===== src/rtl/jzjpcc_memory_arbiter.sv =====
// ---------------------------------------------------------------------------
// jzjpcc_memory_arbiter
//
// Shares one synchronous-read memory port (1-cycle read latency) between the
// fetch stage (instruction reads) and the memory stage (loads/stores).
// Exactly one access is issued per cycle. The winner's request goes straight
// to the memory in the same cycle. The read response is routed back to its
// owner one cycle later. The losing requester sees a stall.
//
// Ports:
//   clock, reset           - rising-edge clock, synchronous active-low reset
//   fetch_req/fetch_addr   - fetch read request and word address
//   fetch_gnt/fetch_stall  - fetch issued this cycle / fetch must wait
//   fetch_rvalid/rdata     - fetch read response (one cycle after grant)
//   data_req/we/addr/      - memory-stage request: load (we=0) or store
//   data_wdata/byte_mask     (we=1) with store data and byte enables
//   data_gnt/data_stall    - data issued this cycle / data must wait
//   data_rvalid/rdata      - load response (one cycle after grant)
//   mem_en/we/addr/wdata/  - shared memory port, driven by the winner
//   mem_byte_mask
//   mem_rdata              - memory read data, valid the cycle after a read
// ---------------------------------------------------------------------------
module jzjpcc_memory_arbiter #(
  parameter int unsigned MAX_DATA_STREAK = 4  // legal range 1..15
) (
  input  logic        clock,
  input  logic        reset,
  input  logic        fetch_req,
  input  logic [29:0] fetch_addr,
  output logic        fetch_gnt,
  output logic        fetch_stall,
  output logic        fetch_rvalid,
  output logic [31:0] fetch_rdata,
  input  logic        data_req,
  input  logic        data_we,
  input  logic [29:0] data_addr,
  input  logic [31:0] data_wdata,
  input  logic [3:0]  data_byte_mask,
  output logic        data_gnt,
  output logic        data_stall,
  output logic        data_rvalid,
  output logic [31:0] data_rdata,
  output logic        mem_en,
  output logic        mem_we,
  output logic [29:0] mem_addr,
  output logic [31:0] mem_wdata,
  output logic [3:0]  mem_byte_mask,
  input  logic [31:0] mem_rdata
);

  localparam logic [3:0] MAX_STREAK = 4'(MAX_DATA_STREAK);

  typedef enum logic [1:0] {
    RESP_NONE  = 2'd0,
    RESP_FETCH = 2'd1,
    RESP_DATA  = 2'd2
  } resp_e;

  resp_e      owner_q;
  logic [3:0] streak_q;
  logic [3:0] streak_d;

  // Grant selection: data normally wins a contest; fetch wins only once the
  // data streak has hit its limit. Everything is held off during reset.
  always_comb begin
    fetch_gnt = 1'b0;
    data_gnt  = 1'b0;
    if (!reset) begin
      fetch_gnt = 1'b0;
      data_gnt  = 1'b0;
    end else if (fetch_req && data_req) begin
      if (streak_q == MAX_STREAK) begin
        fetch_gnt = 1'b1;
      end else begin
        data_gnt = 1'b1;
      end
    end else if (fetch_req) begin
      fetch_gnt = 1'b1;
    end else if (data_req) begin
      data_gnt = 1'b1;
    end else begin
      fetch_gnt = 1'b0;
      data_gnt  = 1'b0;
    end
  end

  // Stalls are suppressed while in reset even if requests are high.
  always_comb begin
    fetch_stall = 1'b0;
    data_stall  = 1'b0;
    if (reset) begin
      fetch_stall = fetch_req & ~fetch_gnt;
      data_stall  = data_req & ~data_gnt;
    end else begin
      fetch_stall = 1'b0;
      data_stall  = 1'b0;
    end
  end

  // Shared memory port mux; an idle port drives all-zero operands.
  always_comb begin
    mem_en        = 1'b0;
    mem_we        = 1'b0;
    mem_addr      = 30'd0;
    mem_wdata     = 32'd0;
    mem_byte_mask = 4'd0;
    case ({fetch_gnt, data_gnt})
      2'b10: begin
        mem_en   = 1'b1;
        mem_addr = fetch_addr;
      end
      2'b01: begin
        mem_en    = 1'b1;
        mem_we    = data_we;
        mem_addr  = data_addr;
        mem_wdata = data_wdata;
        // Byte enables only mean something for stores.
        if (data_we) begin
          mem_byte_mask = data_byte_mask;
        end else begin
          mem_byte_mask = 4'd0;
        end
      end
      default: begin
        mem_en = 1'b0;
      end
    endcase
  end

  // Streak of contested data wins; any fetch win or fetch going quiet ends it.
  always_comb begin
    streak_d = streak_q;
    if (fetch_gnt || !fetch_req) begin
      streak_d = 4'd0;
    end else if (data_gnt) begin
      if (streak_q == MAX_STREAK) begin
        streak_d = streak_q;
      end else begin
        streak_d = streak_q + 4'd1;
      end
    end else begin
      streak_d = streak_q;
    end
  end

  // Response owner FSM and streak register. Stores and idle cycles leave no
  // response pending; a grant in a reset cycle is impossible, so no stale
  // response can leak out afterwards.
  always_ff @(posedge clock) begin
    if (!reset) begin
      owner_q  <= RESP_NONE;
      streak_q <= 4'd0;
    end else begin
      streak_q <= streak_d;
      case (owner_q)
        RESP_NONE, RESP_FETCH, RESP_DATA: begin
          if (fetch_gnt) begin
            owner_q <= RESP_FETCH;
          end else if (data_gnt && !data_we) begin
            owner_q <= RESP_DATA;
          end else begin
            owner_q <= RESP_NONE;
          end
        end
        default: begin
          owner_q <= RESP_NONE;
        end
      endcase
    end
  end

  assign fetch_rvalid = (owner_q == RESP_FETCH);
  assign data_rvalid  = (owner_q == RESP_DATA);
  assign fetch_rdata  = fetch_rvalid ? mem_rdata : 32'd0;
  assign data_rdata   = data_rvalid ? mem_rdata : 32'd0;

endmodule


===== config.mk =====
export PLATFORM = sky130hd
export DESIGN_NAME = jzjpcc_memory_arbiter
export DESIGN_NICKNAME = d
export VERILOG_FILES = /design/src/rtl/jzjpcc_memory_arbiter.sv
export SDC_FILE = /design/constraint.sdc
export NUM_CORES = 1
export LEC_CHECK = 0
export CORE_AREA = 2 2 106 108
export DETAILED_ROUTE_END_ITERATION = 8
export DIE_AREA = 0 0 108 110
export MAX_ROUTING_LAYER = met4
export SYNTH_ARGS = -nofsm -noshare
export SYNTH_HDL_FRONTEND = slang
export SYNTH_SLANG_ARGS = --single-unit
export TNS_END_PERCENT = 1

===== constraint.sdc =====
create_clock -name clock -period 4.2 [get_ports clock]
set_input_delay 0.84 -clock clock [delete_from_list [all_inputs] [get_ports clock]]
set_output_delay 0.84 -clock clock [all_outputs]
set_load 0.05 [all_outputs]

After elaboration in Yosys (flattened, before gate mapping)
Index checks and enable logic that the tools add are counted.
W data, S select, Z words.

word-level totals
  register bits = 6
  logic and storage cells = 49
  input bits = 133
  output and inout bits = 138

cells by class
  reduce and logical (&&, ||, !) cells = 12
  add/sub/neg operators = 1
  equal/unequal tests = 5
  multiplexer cells = 21
  bitwise logic cells = 7

operators with widths
  operator               count
  $mux W32               3
  $pmux W30 S2           1
  $mux W1                14
  $mux W4                2
  $reduce_or A3 Y1       2
  $not A1 Y1             5
  $add A4 B1 Y4 const B  1
  $eq A2 B1 Y1 const B   2
  $eq A2 B2 Y1 const B   2
  $eq A4 B3 Y1 const B   1
  $reduce_and A2 Y1      2
  $reduce_or A2 Y1       2
  $and A1 B1 Y1          2
  $logic_and A1 B1 Y1    2
  $logic_not A1 Y1       2
  $logic_not A2 Y1       1
  $mux W2                1
  $logic_or A1 B1 Y1     1

Logic depth before layout (Yosys ltp)
Gate-level depths: netlist (run 1).

  word-level depth = 7
  depth in mapped cells = 9
  gate-level depth less buffers = 8

Least setup slack after synthesis (run 1)
No wires, ideal clock.

  path kind = input -> output
  from = input port data_req
  to = output port mem_addr[10]
  cell stages on the path = 6
  setup slack = 587 ps
  arrival = 2773 ps
  buffers on the path = 1
  required time = 3360 ps
  cell sequence = nand2_1 a21oi_2 ha_1 clkbuf_1 a22oi_1 nor2_1

between the ends
  cells in the longest elaborated chain, start to end = 6
  elaborated cells on any way between the ends = 10
  classes of those cells = eq/ne (2); mux (7); reduce/logical (1)

ends and longest elaborated chain
  item                                          RTL line  source
  from (decl)                                   34        input logic data_req,
  $mux W1                                       79        end else if (data_req) begin
  $mux W1                                       77        end else if (fetch_req) begin
  $mux W1 (*)                                   71        end else if (fetch_req && data_req) begin
  $mux W1 (*)                                   68        if (!reset) begin
  net data_gnt                                  39        output logic data_gnt,
  $eq A2 B1 Y1 or $eq A2 B2 Y1 (tied branches)  107       case ({fetch_gnt, data_gnt})
  $pmux W30 S2 (*)                              107
  to (decl)                                     45        output logic [29:0] mem_addr,

Mark *: on every way through the listed nets, which the timed path passes. The rest lies on a longest branch.

Worst setup path after layout (run 1)
  from = input port reset
  to = output port mem_addr[20]

between the ends
  cells in the longest elaborated chain, start to end = 3
  elaborated cells on any way between the ends = 5
  classes of those cells = eq/ne (2); mux (3)

ends and longest elaborated chain
  item                                          RTL line  source
  from (decl)                                   27        input logic reset,
  $mux W1                                       68
  $eq A2 B1 Y1 or $eq A2 B2 Y1 (tied branches)  107
  $pmux W30 S2 (*)                              107

Every way passes the cells marked *; elsewhere a longest branch is shown, timed or not.

==> results.json, run 1 <==
{
  "outcome": "completed",
  "p_int_mw": 0.366,
  "cts.sinks": 6,
  "syn_area_per_cell_um2": 6.34,
  "synth_cells": 218,
  "drtIter0Drc": 107,
  "p_leak_nw": 1.92,
  "p_sw_mw": 0.258,
  "cts.reportedPaths.clkPinSlew_ns": 0.03,
  "rows": 38,
  "ys_seq_elements": 6,
  "io_pins": 271,
  "hold_viol": 0,
  "final_common_cell": "clkdlybuf4s50_1",
  "die-area_um2": 11900,
  "cp-end-kind": "output port",
  "drive_gt1_frac": 0.164,
  "finalCriticalPeriod_ns": 3.71,
  "power_mw": 0.624,
  "post_cts_resized": 0,
  "dp_hpwl_mm": 7.83,
  "syn-cell-area_um2": 1380,
  "fin_skew_ns": 0.00369,
  "cts_max_level": 1,
  "swShare": 0.413,
  "clk_latency_ns": 0.23,
  "antenna_found_initial": 0,
  "maxCapViolCount": 0,
  "cp-start-kind": "input port",
  "clock_power_share": 0.141,
  "grt_max_degree": 52,
  "tns_ns": 0,
  "irDropWorstVdd_uv": 77.6,
  "synthesis.nets": 355,
  "crit_fanout": 51,
  "synth.area.top_cells": "and2_1, a22oi_1, nor2_1",
  "routed_via_density": 4.05,
  "cp.arrival_ns": 2.87,
  "antenna_cells": 0,
  "tritoncts": "done",
  "overflow": 0,
  "netlist.area_leader.share": 0.443,
  "drt_first_pass_iters": 4,
  "track_usage": 0.145,
  "drv_slew": 0,
  "ys_warn_count": 0,
  "layout_common_cells": "clkdlybuf4s50_1, and2_1, buf_12",
  "powerDensity_nw_per_um2": 126,
  "io_buffers": 270,
  "place.gp.congestion": 0.804,
  "grt_pass1_vias": 2532,
  "nets": 615,
  "seqPwrFrac": 0.096,
  "max_freq_mhz": 269,
  "drc_errors": 0,
  "synth_cell_type_count": 24,
  "hp-class": "reg -> reg",
  "rsz0062_at_grt": "false",
  "die_w_um": 108,
  "setup_violations": 0,
  "ys_seq_area_frac": 0.0869,
  "post-route-period-util": 0.884,
  "power_frac_comb": 0.764,
  "relSlewSlack": 0.488,
  "cts_made_buffers": 3,
  "synth_largest_area_cell": "and2_1",
  "post_cts_buffers": 0,
  "area_growth_pct": 258,
  "grt_pass1_wl_mm": 13.2,
  "postCtsHoldBufs": 0,
  "required_ns": 3.36,
  "cts_root_buf": "clkbuf_8",
  "wl_mm": 9.02,
  "die_h_um": 110,
  "clk_path_buf_depth": 2,
  "finish.utilization": 0.462,
  "design.core.area_um2": 10700,
  "initial_core_util": 0.129,
  "path_class": "in -> out",
  "worstMarginPinSlew_ns": 0.767,
  "antenna_left": 0,
  "routedWlPerCell_um": 14.6,
  "num_vias": 2495
}
## Yosys cell counts
| master | number |
|---|---|
| and4b_1 | 1 |
| nand2b_1 | 1 |
| nor2b_2 | 1 |
| ha_1 | 4 |
| a21o_1 | 1 |
| nand3b_1 | 1 |
| mux2i_1 | 1 |
| a21oi_1 | 1 |
| nand3_1 | 2 |
| a22oi_1 | 30 |
| clkbuf_1 | 6 |
| clkbuf_2 | 3 |
| and3_1 | 4 |
| buf_2 | 7 |
| and3b_2 | 1 |
| nand2_1 | 3 |
| inv_1 | 6 |
| nor2_1 | 35 |
| and2b_1 | 1 |
| a21oi_2 | 1 |
| buf_1 | 3 |
| dfxtp_1 | 6 |
| and2_1 | 98 |
| xnor2_1 | 1 |
## power by group through the flow
stage                     Sequential, mW  Combinational, mW  Clock (mW)
after floorplan                   0.0602              0.199           0
after global placement            0.0604              0.476           0
after detailed placement          0.0604              0.479           0
after CTS                         0.0596              0.480      0.0880
after global routing              0.0598              0.499      0.0920
final                             0.0596              0.476      0.0878
## metal layers
metal	wire (µm)	global-route usage
met2	4980	0.290
met4	50	0.0183
met1	3120	0.153
met5	0	-
met3	867	0.0235
## state kept, by name (all words and copies together), names as in the netlist
signal and flops:
owner_q 2, streak_q 4
## kinds of logic (layout without fill, tap and decap cells)
group,count (synthesis),in the layout,synth area share
AO/OA/AOI/OAI,33,33,0.178
flip-flops,6,6,0.0869
buffers and inverters,25,283,0.0769
AND/OR/NAND/NOR,148,148,0.608
adder cells (fa/ha/maj),4,4,0.0362
XOR/XNOR,1,1,0.00634
multiplexers,1,1,0.00724
## worst max-delay path: stages
cell and delay, ns:
clkdlybuf4s50_1 0.53, nand2_1 0.10, a21oi_2 0.19, ha_2 0.43, buf_12 0.25, a22oi_1 0.12, nor2_1 0.20, buf_12 0.17
## worst paths after layout
| check | start | to | slack, ns | cells after the start |
|---|---|---|---|---|
| max reg2reg | streak_q[0] | owner_q[1] | 2.87 | 5 |
| min reg2reg | streak_q[0] | streak_q[0] | 0.46 | 1 |
| max | reset | mem_addr[20] | 0.49 | 8 |
| min | streak_q[0] | streak_q[0] | 0.46 | 1 |
## final cells by class
type                    instances  area, µm²
fillers                      1012       5750
repair buffers                274       3430
multi-input cells             187       1160
well taps                     140        175
flip-flops and latches          6        120
clock buffers                   3       41.3
inverters                       6       22.5
## metrics by stage
stage               std cells  instance area, µm²  hold slack (ns)  worst slack (ns)
floorplan                 218                1380            0.430             0.587
global placement          613                4900            0.442             0.579
detailed placement        613                4900            0.451             0.530
CTS                       616                4950            0.460             0.491
global route              616                4950            0.478             0.373
finish                    616                4950            0.457             0.487
Note: power is estimated with default switching activity, not from simulation.
==> inputs of run 2 (changes only) <==
- SETUP_SLACK_MARGIN: not set -> 0.02
==> results of run 2 <==
No change in the layout: final DEF, timing and power equal those of run 1.
==> inputs of run 3 (changes only) <==
- GPL_ROUTABILITY_DRIVEN: not set -> 0
==> results of run 3 <==
No change in the layout: final DEF, timing and power equal those of run 1.
==> RTL edit: new RTL, flow settings as in run 2 <==
Make the reset (`reset`) asynchronous in one clocked block. Comments in the files are not updated.
--- a/src/rtl/jzjpcc_memory_arbiter.sv
+++ b/src/rtl/jzjpcc_memory_arbiter.sv
@@ -147,5 +147,5 @@
   // response pending; a grant in a reset cycle is impossible, so no stale
   // response can leak out afterwards.
-  always_ff @(posedge clock) begin
+  always_ff @(posedge clock or negedge reset) begin
     if (!reset) begin
       owner_q  <= RESP_NONE;
Behaviour: differs if reset is asserted again (counterexample within 4 cycles, from zero or initial values and one cycle with reset low); with reset held inactive, the same outputs for 10 cycles.
==> RTL edit against run 2 <==
- clock skew decreased by 0.0031 ns
- design area up 1.5%
- total power increased by 4.7%
- critical path depth up 1
- critical endpoint is now mem_addr[19]
- sequential share of layout area up 0.56 points
- clock power down 1%
- worst setup slack got worse by 0.13 ns
- wire length rose by 5.1%
- highest routed layer unchanged
- non-clock buffer count increased by 2
- synthesized area up 5.0%
- utilization is 0.70 points higher
- sequential cell count did not move
==> RTL edit: results <==
group,metric,value,unit
status,status,"finished clean",
sta,tightest_slew,0.853,ns
pwr,p_comb_frac,0.773,
logic_synthesis,synth.top_cells.by_area,"and2_1 (42%), a22oi_1 (16%), dfrtp_1 (10%), nor2_1 (8.3%), buf_2 (3.4%)",
critical_path,regToRegEndpoint,"streak_q[2]",
placed_design,gp_congestion,0.759,
logic_synthesis,synthMuxAreaShare,0.00776,
logic_synthesis,ys_seq_area_frac,0.103,
logic_synthesis,ys_types,28,
critical_path,crit_fanout,35,
drt,dr.first_iter.drc_count,119,
critical_path,cpPeakStageDelay,0.57,ns
critical_path,crit_slowest_cell,"ha_2",
logic_synthesis,async_reset_ff_frac,1.00,
critical_path,worstPathArrival,3.01,ns
worst_hold_path,hp-start,"owner_q[0]",
drt,wl,9480,um
pwr,powerClk,0.0000869,W
global_route,grt_pass1_wl,13300,um
logic_synthesis,synthTopCellsByCount,"and2_1 (97), nor2_1 (32), a22oi_1 (30)",
drt,met2_length,5330,um
logic_synthesis,synth_fa_ha_area_frac,0.0345,
placed_design,post-dp-hpwl,8270,um
critical_path,crit_end,"mem_addr[19]",
critical_path,r2r_slack,2.90,ns
drt,drt-vias-per-instance,4.08,
logic_synthesis,ys.flop_type,"dfrtp_1",
logic_synthesis,synth_nets,356,
logic_synthesis,synth-xor-area-share,0,
critical_path,rr_startpoint,"streak_q[0]",
pwr,p_total,0.000653,W
logic_synthesis,netlist_instances,219,
==> RTL edit: stage by stage <==
stage	utilization	setup slack [ns]	instance area (um2)
floorplan	-	0.701	1450
global placement	0.465	0.398	4980
detailed placement	0.465	0.348	4980
CTS	0.469	0.336	5020
global route	0.469	0.138	5020
finish	0.469	0.353	5020
==> RTL edit: area by class of cell <==
type                       instances  area (um2)
clock buffer                       3        41.3
timing repair buffer             276        3440
sequential                         6         150
fill                            1009        5680
inverter                           6        22.5
multi-input combinational        188        1190
tap                              140         175
==> RTL edit: worst min path at each step <==
stage / depth (start not counted) / endpoint / slack (ns)
after floorplan: 1 / owner_q[0] / 0.45
after global placement: 1 / owner_q[0] / 0.47
after detailed placement: 1 / owner_q[0] / 0.48
after CTS: 1 / owner_q[0] / 0.49
after global routing: 1 / owner_q[0] / 0.52
final: 1 / owner_q[0] / 0.49
==> RTL edit: kinds of logic after synthesis <==
kind of cell    after synthesis
compound gates               39
mux                           1
fa+ha+maj                     4
flops                         6
buf+inv                      25
simple gates                144
